--- src/rtl/halfduplex_pin_master.sv ---
// Open-drain single-wire bus master: bus reset/presence detect and LSB-first
// byte write/read using fixed-length time slots on one tri-stated pin.
module halfduplex_pin_master #(
  parameter int unsigned T_SLOT   = 60,
  parameter int unsigned T_LOW0   = 55,
  parameter int unsigned T_LOW1   = 5,
  parameter int unsigned T_SAMPLE = 12,
  parameter int unsigned T_RSTL   = 480,
  parameter int unsigned T_PDET   = 550,
  parameter int unsigned T_RST    = 960
) (
  input  logic       CLK,
  input  logic       RST,
  input  logic       CMD_VALID,
  output logic       CMD_READY,
  input  logic [1:0] CMD,
  input  logic [7:0] WDATA,
  output logic       RSP_VALID,
  output logic [7:0] RDATA,
  output logic       PRESENCE,
  output logic       BUSY,
  output logic       PAD_I,
  output logic       PAD_T,
  input  logic       PAD_O
);

  localparam int unsigned CW = $clog2(T_RST + 1);

  typedef enum logic [2:0] {IDLE, RSTLOW, RSTWAIT, SLOT, DONE} state_t;

  state_t        state, state_nxt;
  logic [CW-1:0] cnt;
  logic [2:0]    bit_idx;
  logic [7:0]    wbuf;
  logic [7:0]    rbuf;
  logic          is_read;
  logic [1:0]    pin_sync;
  logic          pin;
  logic          accept;
  logic          slot_end;
  logic [CW-1:0] low_len;

  assign pin      = pin_sync[1];
  assign accept   = CMD_VALID && (state == IDLE);
  assign slot_end = (cnt == CW'(T_SLOT - 1));
  assign low_len  = (is_read || wbuf[bit_idx]) ? CW'(T_LOW1) : CW'(T_LOW0);

  always_ff @(posedge CLK) begin
    if (RST) state <= IDLE;
    else     state <= state_nxt;
  end

  always_comb begin
    state_nxt = state;
    unique case (state)
      IDLE: begin
        if (accept) begin
          unique case (CMD)
            2'b00:        state_nxt = RSTLOW;
            2'b01, 2'b10: state_nxt = SLOT;
            default:      state_nxt = DONE;
          endcase
        end
      end
      RSTLOW:  if (cnt == CW'(T_RSTL - 1)) state_nxt = RSTWAIT;
      RSTWAIT: if (cnt == CW'(T_RST - 1))  state_nxt = DONE;
      SLOT:    if (slot_end && (bit_idx == 3'd7)) state_nxt = DONE;
      DONE:    state_nxt = IDLE;
      default: state_nxt = IDLE;
    endcase
  end

  always_comb begin
    CMD_READY = (state == IDLE);
    BUSY      = (state != IDLE);
    RSP_VALID = (state == DONE);
    PAD_I     = 1'b0;
    PAD_T     = 1'b1;
    unique case (state)
      RSTLOW:  PAD_T = 1'b0;
      SLOT:    PAD_T = (cnt >= low_len);
      default: PAD_T = 1'b1;
    endcase
  end

  always_ff @(posedge CLK) begin
    if (RST) begin
      pin_sync <= '0;
      cnt      <= '0;
      bit_idx  <= '0;
      wbuf     <= '0;
      rbuf     <= '0;
      is_read  <= 1'b0;
      RDATA    <= '0;
      PRESENCE <= 1'b0;
    end else begin
      pin_sync <= {pin_sync[0], PAD_O};
      unique case (state)
        IDLE: begin
          cnt     <= '0;
          bit_idx <= '0;
          if (accept) begin
            wbuf    <= WDATA;
            is_read <= (CMD == 2'b10);
            rbuf    <= '0;
          end
        end
        RSTLOW: cnt <= cnt + 1'b1;
        RSTWAIT: begin
          cnt <= cnt + 1'b1;
          if (cnt == CW'(T_PDET)) PRESENCE <= ~pin;
        end
        SLOT: begin
          if (is_read && (cnt == CW'(T_SAMPLE))) rbuf[bit_idx] <= pin;
          if (slot_end) begin
            cnt     <= '0;
            bit_idx <= bit_idx + 3'd1;
            // Last sample was taken earlier in slot 7, so rbuf is complete
            // here; loading now makes RDATA valid during the DONE cycle.
            if ((bit_idx == 3'd7) && is_read) RDATA <= rbuf;
          end else begin
            cnt <= cnt + 1'b1;
          end
        end
        default: cnt <= '0;
      endcase
    end
  end

endmodule

--- config.mk ---
export PLATFORM = sky130hd
export DESIGN_NAME = halfduplex_pin_master
export DESIGN_NICKNAME = d
export VERILOG_FILES = /design/src/rtl/halfduplex_pin_master.sv
export SDC_FILE = /design/constraint.sdc
export NUM_CORES = 1
export LEC_CHECK = 0
export CORE_AREA = 2 2 85 67
export CTS_CLUSTER_SIZE = 28
export DETAILED_ROUTE_END_ITERATION = 10
export DIE_AREA = 0 0 87 69
export GPL_ROUTABILITY_DRIVEN = 1
export PLACE_DENSITY = 0.71
export SLEW_MARGIN = 40
export SYNTH_ARGS = -nofsm -noshare
export SYNTH_HDL_FRONTEND = slang
export SYNTH_SLANG_ARGS = --single-unit
--- constraint.sdc ---
create_clock -name CLK -period 7.2 [get_ports CLK]
set_input_delay 1.44 -clock CLK [delete_from_list [all_inputs] [get_ports CLK]]
set_output_delay 1.44 -clock CLK [all_outputs]
set_load 0.02 [all_outputs]
==> results.py, run 1 <==
metrics = {
    "worst_setup_path": {
        "rr_worst_depth": 5,
        "cp_max_fo": 12,
        "critPathKind": "reg2out",
        "worst_ep_required_time_ns": 5.76,
        "r2r_slack_ns": 4.98,
        "reg2reg_from": "cnt[0]",
        "critPathSlowestCell": "dfxtp_1",
        "start_kind": "flop",
        "cp_slowest_stage_delay_ns": 0.58,
        "cp-end-kind": "primary output",
        "r2r_end": "cnt[6]",
        "path_cells": "mux2i_1 -> mux2_2 -> o22ai_1 -> a311o_1 -> ha_1 -> a2111oi_0 -> a22oi_1 -> clkdlybuf4s50_1",
        "arrival_ns": 3.16,
    },
    "cts": {
        "path_clk_slew_ns": 0.08,
        "cts_hold_buf": 0,
        "cts.sinks": 44,
        "cts_tree": "done",
        "cts.path.max_buffers": 2,
        "htreeDepth": 2,
        "cts_buffers": 5,
        "clk-insertion-delay-late_ns": 0.30,
        "ctsResizeCount": 0,
        "cts-root-buf": "clkbuf_8",
        "post_cts_buffers": 0,
    },
    "layout": {
        "diodes": 0,
        "layout_common_cells": "44 x dfxtp_1, 29 x a21oi_1, 28 x nand2_1",
        "finalNetCount": 311,
        "fin_area_sq_mm": 0.002630,
        "mostFrequentLayoutCell": "dfxtp_1",
        "stdcell_count": 350,
        "drive_above_1_share": 0.06944,
        "syn_to_final_growth_pct": 16.13,
    },
    "pwr": {
        "vdd_drop_max_mv": 0.1813,
        "p_total_mw": 0.6342,
        "p_per_area_mw_per_mm2": 241.2,
        "leakage_nw": 0.8515,
    },
    "synth": {
        "syn_avg_cell_area_sq_um": 8.357,
        "ys_warn_count": 0,
        "ys_ff_latch": 44,
        "synth_enable_flop_cells": 0,
        "synth_top_area_frac": 0.3890,
        "synth_top_area_cell": "dfxtp_1",
        "synth_area_leaders": "dfxtp_1 39%, a21oi_1 6.4%, ha_1 5.5%",
        "synth_cells": 271,
        "ys_seq_area_frac": 0.3890,
        "synth_async_sr_flop_share": 0,
        "ys.flop_type": "dfxtp_1",
        "synthesis.area_sq_mm": 0.002265,
        "yosys.cell_types.count": 48,
        "synth_fp_nets": 295,
    },
    "grt": {
        "grt_start_max_net_pins": 29,
        "grtUsageTotal": 0.1708,
        "antenna_found_initial": 0,
        "grt_overflow": 0,
        "grt_pass1_vias": 1754,
        "grt_pass1_wl_um": 8231,
    },
    "sta": {
        "drv_slew": 0,
        "fin_crit_sh": 0.6385,
        "slew_headroom": 0.5427,
        "setup_ws_ns": 2.603,
        "fin_setup_tns_ns": 0,
        "max_freq_ghz": 0.2175,
        "setup_violations": 0,
        "min_period_ns": 4.597,
        "clock_skew_ns": 0.006657,
        "worstMarginPinSlew_ns": 0.6770,
        "rsz0062_at_grt": "no",
        "hold_violations": 0,
    },
    "floorplan": {
        "initial_core_util": 0.4396,
        "ioPinCount": 28,
        "die_y_um": 69,
        "placementRows": 23,
        "core_sq_mm": 0.005151,
        "die_x_um": 87,
        "die_area_sq_mm": 0.006003,
    },
    "placed_design": {
        "dp.final_hpwl_um": 3496,
        "placedCellCount": 342,
        "portBuffers": 26,
        "gp_congestion": 0.8152,
        "dp_slack_ns": 2.948,
        "post_dp_cell_area_sq_mm": 0.002522,
    },
    "detailed_routing": {
        "viasPerCell": 5.643,
        "drtPass1Iterations": 4,
        "drc_errors": 0,
        "routed_wl_um": 4864,
        "wire_per_inst_um": 13.90,
        "drtAntennaViolNets": 0,
        "num_vias": 1975,
        "drt_iter0_drc": 149,
    },
    "min_path": {
        "hold_path_depth": 2,
        "hold_path_class": "reg2reg",
        "hold_end": "wbuf[3]",
        "min_from": "wbuf[3]",
    },
    "outcome": {
        "status": "complete, no violations",
    },
    "run": {
        "maxCapViolations": 0,
    },
}
[cell usage after synthesis (all sizes together), types with 2 or more instances]
cell	number
or4	3
nand2b	8
mux2i	3
xnor2	6
xor2	2
nor2	18
mux2	3
ha	10
nor2b	5
nor3b	2
nor4	4
clkbuf	11
o21ai	14
nand3	23
nand2	28
o41ai	8
inv	8
buf	7
nand4	4
or3	4
dfxtp	44
a21oi	29
nor3	9
[through the flow]
step	hold slack [ns]	utilization
finish	0.4567	0.5106
global route	0.4797	0.5106
CTS	0.4584	0.5106
detailed placement	0.4466	0.4897
global placement	0.4478	0.4897
floorplan	0.4138	-
[layer usage]
metal  track usage  part of all wire
met5             0                 0
met4       0.06424             0.019
met3       0.03593             0.074
met2        0.2341              0.40
met1        0.2583              0.50
[sequential cells by signal (all words and copies together), names as in the netlist]
register	flops
bit_idx	3
state	3
RDATA	8
is_read	1
wbuf	8
cnt	10
rbuf	8
PRESENCE	1
pin_sync	2
[worst max-delay path by stage]
stage               startpoint    end  slack (ns)
finish              bit_idx[1]  PAD_T        2.60
detailed placement  bit_idx[1]  PAD_T        2.95
global route        bit_idx[1]  PAD_T        2.35
global placement    bit_idx[1]  PAD_T        3.07
CTS                 bit_idx[1]  PAD_T        2.59
floorplan           bit_idx[1]  PAD_T        3.46
[critical path: cells and delay by family (launching register included)]
family                     cells  cell delay (ns)
buffers and inverters          1             0.56
adders and majority gates      1             0.32
AOI/OAI and AO/OA              4             1.01
DFF                            1             0.58
muxes                          2             0.39
[cell type report]
cell class	instances	area, sq um
Clock buffer	6	72.57
Clock inverter	2	35.03
Fill cell	519	2521
Inverter	8	32.53
Multi-Input combinational cell	201	1264
Sequential cell	44	880.8
Tap cell	62	77.57
Timing Repair Buffer	27	267.8
[logic make-up (layout without fill, tap and decap cells)]
kind of cell / Yosys count / in the layout / synth area share
AOI/OAI and AO/OA: 61 / 61 / 0.1674
xor gates and xnor gates: 8 / 8 / 0.03094
adders and majority gates: 10 / 10 / 0.05525
buffers and inverters: 26 / 43 / 0.05304
DFF: 44 / 44 / 0.3889
muxes: 6 / 6 / 0.02818
other: 1 / 1 / 0.001656
and+or+nand+nor: 115 / 115 / 0.2746
[where the power goes]
part           leakage [nW]  internal (mW)  switching, mW  total, mW
sequential            0.357          0.259         0.0211      0.281
combinational         0.440         0.0631          0.102      0.165
clock                0.0552          0.103         0.0858      0.189
(Power assumes the default switching activity.)
==> run 2: changes to the inputs <==
--- a/config.mk
+++ b/config.mk
@@ -10,7 +10,7 @@
 export DETAILED_ROUTE_END_ITERATION = 10
 export DIE_AREA = 0 0 87 69
 export GPL_ROUTABILITY_DRIVEN = 1
-export PLACE_DENSITY = 0.71
+export PLACE_DENSITY = 0.73
 export SLEW_MARGIN = 40
 export SYNTH_ARGS = -nofsm -noshare
 export SYNTH_HDL_FRONTEND = slang
==> constraint.sdc (replaced) <==
create_clock -name CLK -period 4.1 [get_ports CLK]
set_input_delay 0.82 -clock CLK [delete_from_list [all_inputs] [get_ports CLK]]
set_output_delay 0.82 -clock CLK [all_outputs]
set_load 0.02 [all_outputs]
==> run 2 against run 1 <==
Critical path depth stayed put; cell count stayed put; worst hold slack better by 0.0040 ns.
==> results.py, run 2 (synthesis gave the netlist of run 1 again) <==
metrics = {
    "cts": {
        "htreeDepth": 2,
        "cts_buffers": 5,
        "cts.sinks": 44,
        "cts_tree": "done",
        "post_cts_buffers": 0,
        "path_clk_slew_ns": 0.08,
        "cts-root-buf": "clkbuf_8",
        "cts.path.max_buffers": 2,
        "clk-insertion-delay-late_ns": 0.30,
    },
    "pwr": {
        "p_total_mw": 1.119,
        "p_int_mw": 0.7475,
        "swShare": 0.3318,
        "p_seq_frac": 0.442,
        "vdd_drop_max_mv": 0.2588,
        "leakage_nw": 0.8525,
        "p_per_area_mw_per_mm2": 425.0,
        "power_frac_comb": 0.262,
        "netSwitchingPower_mw": 0.3712,
        "p_clk_frac": 0.295,
    },
    "grt": {
        "grt_overflow": 0,
        "grtUsageTotal": 0.1720,
        "antenna_found_initial": 0,
        "grt_pass1_vias": 1686,
        "grt_pass1_wl_um": 8273,
        "grt_start_max_net_pins": 29,
    },
    "sta": {
        "max_freq_ghz": 0.2620,
        "drv_slew": 0,
        "fin_setup_tns_ns": 0,
        "whs_ns": 0.4607,
        "setup_violations": 0,
        "clock_skew_ns": 0.007357,
        "slew_headroom": 0.5115,
        "min_period_ns": 3.817,
        "setup_ws_ns": 0.2830,
        "fin_crit_sh": 0.9310,
        "rsz0062_at_grt": "no",
        "hold_violations": 0,
        "worstMarginPinSlew_ns": 0.7233,
    },
    "layout": {
        "drive_above_1_share": 0.07639,
        "layout_common_cells": "42 x dfxtp_1, 29 x a21oi_1, 28 x nand2_1",
        "mostFrequentLayoutCell": "dfxtp_1",
        "finalNetCount": 311,
        "stdcell_count": 350,
        "largest_register_ffs": 10,
        "diodes": 0,
        "fin_area_sq_mm": 0.002633,
        "largest_register": "cnt",
        "fin_util": 0.5111,
        "syn_to_final_growth_pct": 16.24,
    },
    "worst_setup_path": {
        "r2r_end": "cnt[4]",
        "reg2reg_from": "cnt[0]",
        "start_kind": "flop",
        "r2r_slack_ns": 1.84,
        "crit_start": "bit_idx[1]",
        "critPathKind": "reg2out",
        "worst_ep_required_time_ns": 3.28,
        "cp-end-kind": "primary output",
        "cp-endpoint": "PAD_T",
        "rr_worst_depth": 5,
        "cp_max_fo": 12,
        "arrival_ns": 3.00,
    },
    "detailed_routing": {
        "drtPass1Iterations": 4,
        "num_vias": 1946,
        "routed_wl_um": 4966,
        "drtAntennaViolNets": 0,
        "drc_errors": 0,
        "viasPerCell": 5.560,
        "wire_per_inst_um": 14.19,
        "drt_iter0_drc": 152,
    },
    "floorplan": {
        "die_area_sq_mm": 0.006003,
        "core_sq_mm": 0.005151,
        "die_x_um": 87,
        "die_y_um": 69,
        "placementRows": 23,
        "initial_core_util": 0.4396,
        "ioPinCount": 28,
    },
    "placed_design": {
        "gp_congestion": 0.8191,
        "portBuffers": 26,
        "dp.final_hpwl_um": 3514,
        "post_dp_cell_area_sq_mm": 0.002522,
        "dp_slack_ns": 0.4714,
        "placedCellCount": 342,
    },
    "run": {
        "maxCapViolations": 0,
    },
    "outcome": {
        "status": "complete, no violations",
    },
    "min_path": {
        "min_from": "wbuf[3]",
        "hold_path_class": "reg2reg",
    },
}
## run 2: metal layers
| layer | routed length (um) | vias to the layer above | GRT usage |
|---|---|---|---|
| li1 | - | 1003 | - |
| met4 | 41 | 0 | 0.04167 |
| met5 | 0 | - | 0 |
| met2 | 2106 | 40 | 0.2358 |
| met1 | 2630 | 899 | 0.2689 |
| met3 | 188 | 4 | 0.03832 |
## run 2: critical path: stages, from the launching register on
cell and delay, ns:
dfxtp_2 0.46, mux2i_1 0.21, mux2_2 0.16, o22ai_1 0.07, a311o_1 0.39, ha_1 0.31, a2111oi_0 0.39, a22oi_1 0.15
clkdlybuf4s50_1 0.55
## run 2: how the worst min path moves through the flow
stage,to,slack [ns],cells past startpoint
after detailed placement,wbuf[7],0.45,2
after CTS,wbuf[3],0.46,2
after global routing,wbuf[5],0.48,2
after floorplan,pin_sync[1],0.41,1
after global placement,wbuf[3],0.45,2
final,wbuf[3],0.46,2
## run 2: layout make-up
class | instances | area, sq um
clock buffers | 6 | 72.57
clock inverters | 2 | 35.03
fillers | 484 | 2519
inverters | 8 | 32.53
multi-input cells | 201 | 1264
flip-flops and latches | 44 | 883.3
well taps | 62 | 77.57
repair buffers | 27 | 267.8
## run 2: power by group through the flow
stage	combinational (mW)	sequential, mW	clock [mW]
after floorplan	0.235	0.482	0
after global placement	0.285	0.503	0
after detailed placement	0.292	0.504	0
after CTS	0.293	0.494	0.338
after global routing	0.321	0.499	0.352
final	0.294	0.495	0.331
## run 2: what timing repair did
action / in CTS / in global routing
setup endpoints to repair: 0 / 1
gates resized for setup: 0 / 2
hold buffers: 0 / 0
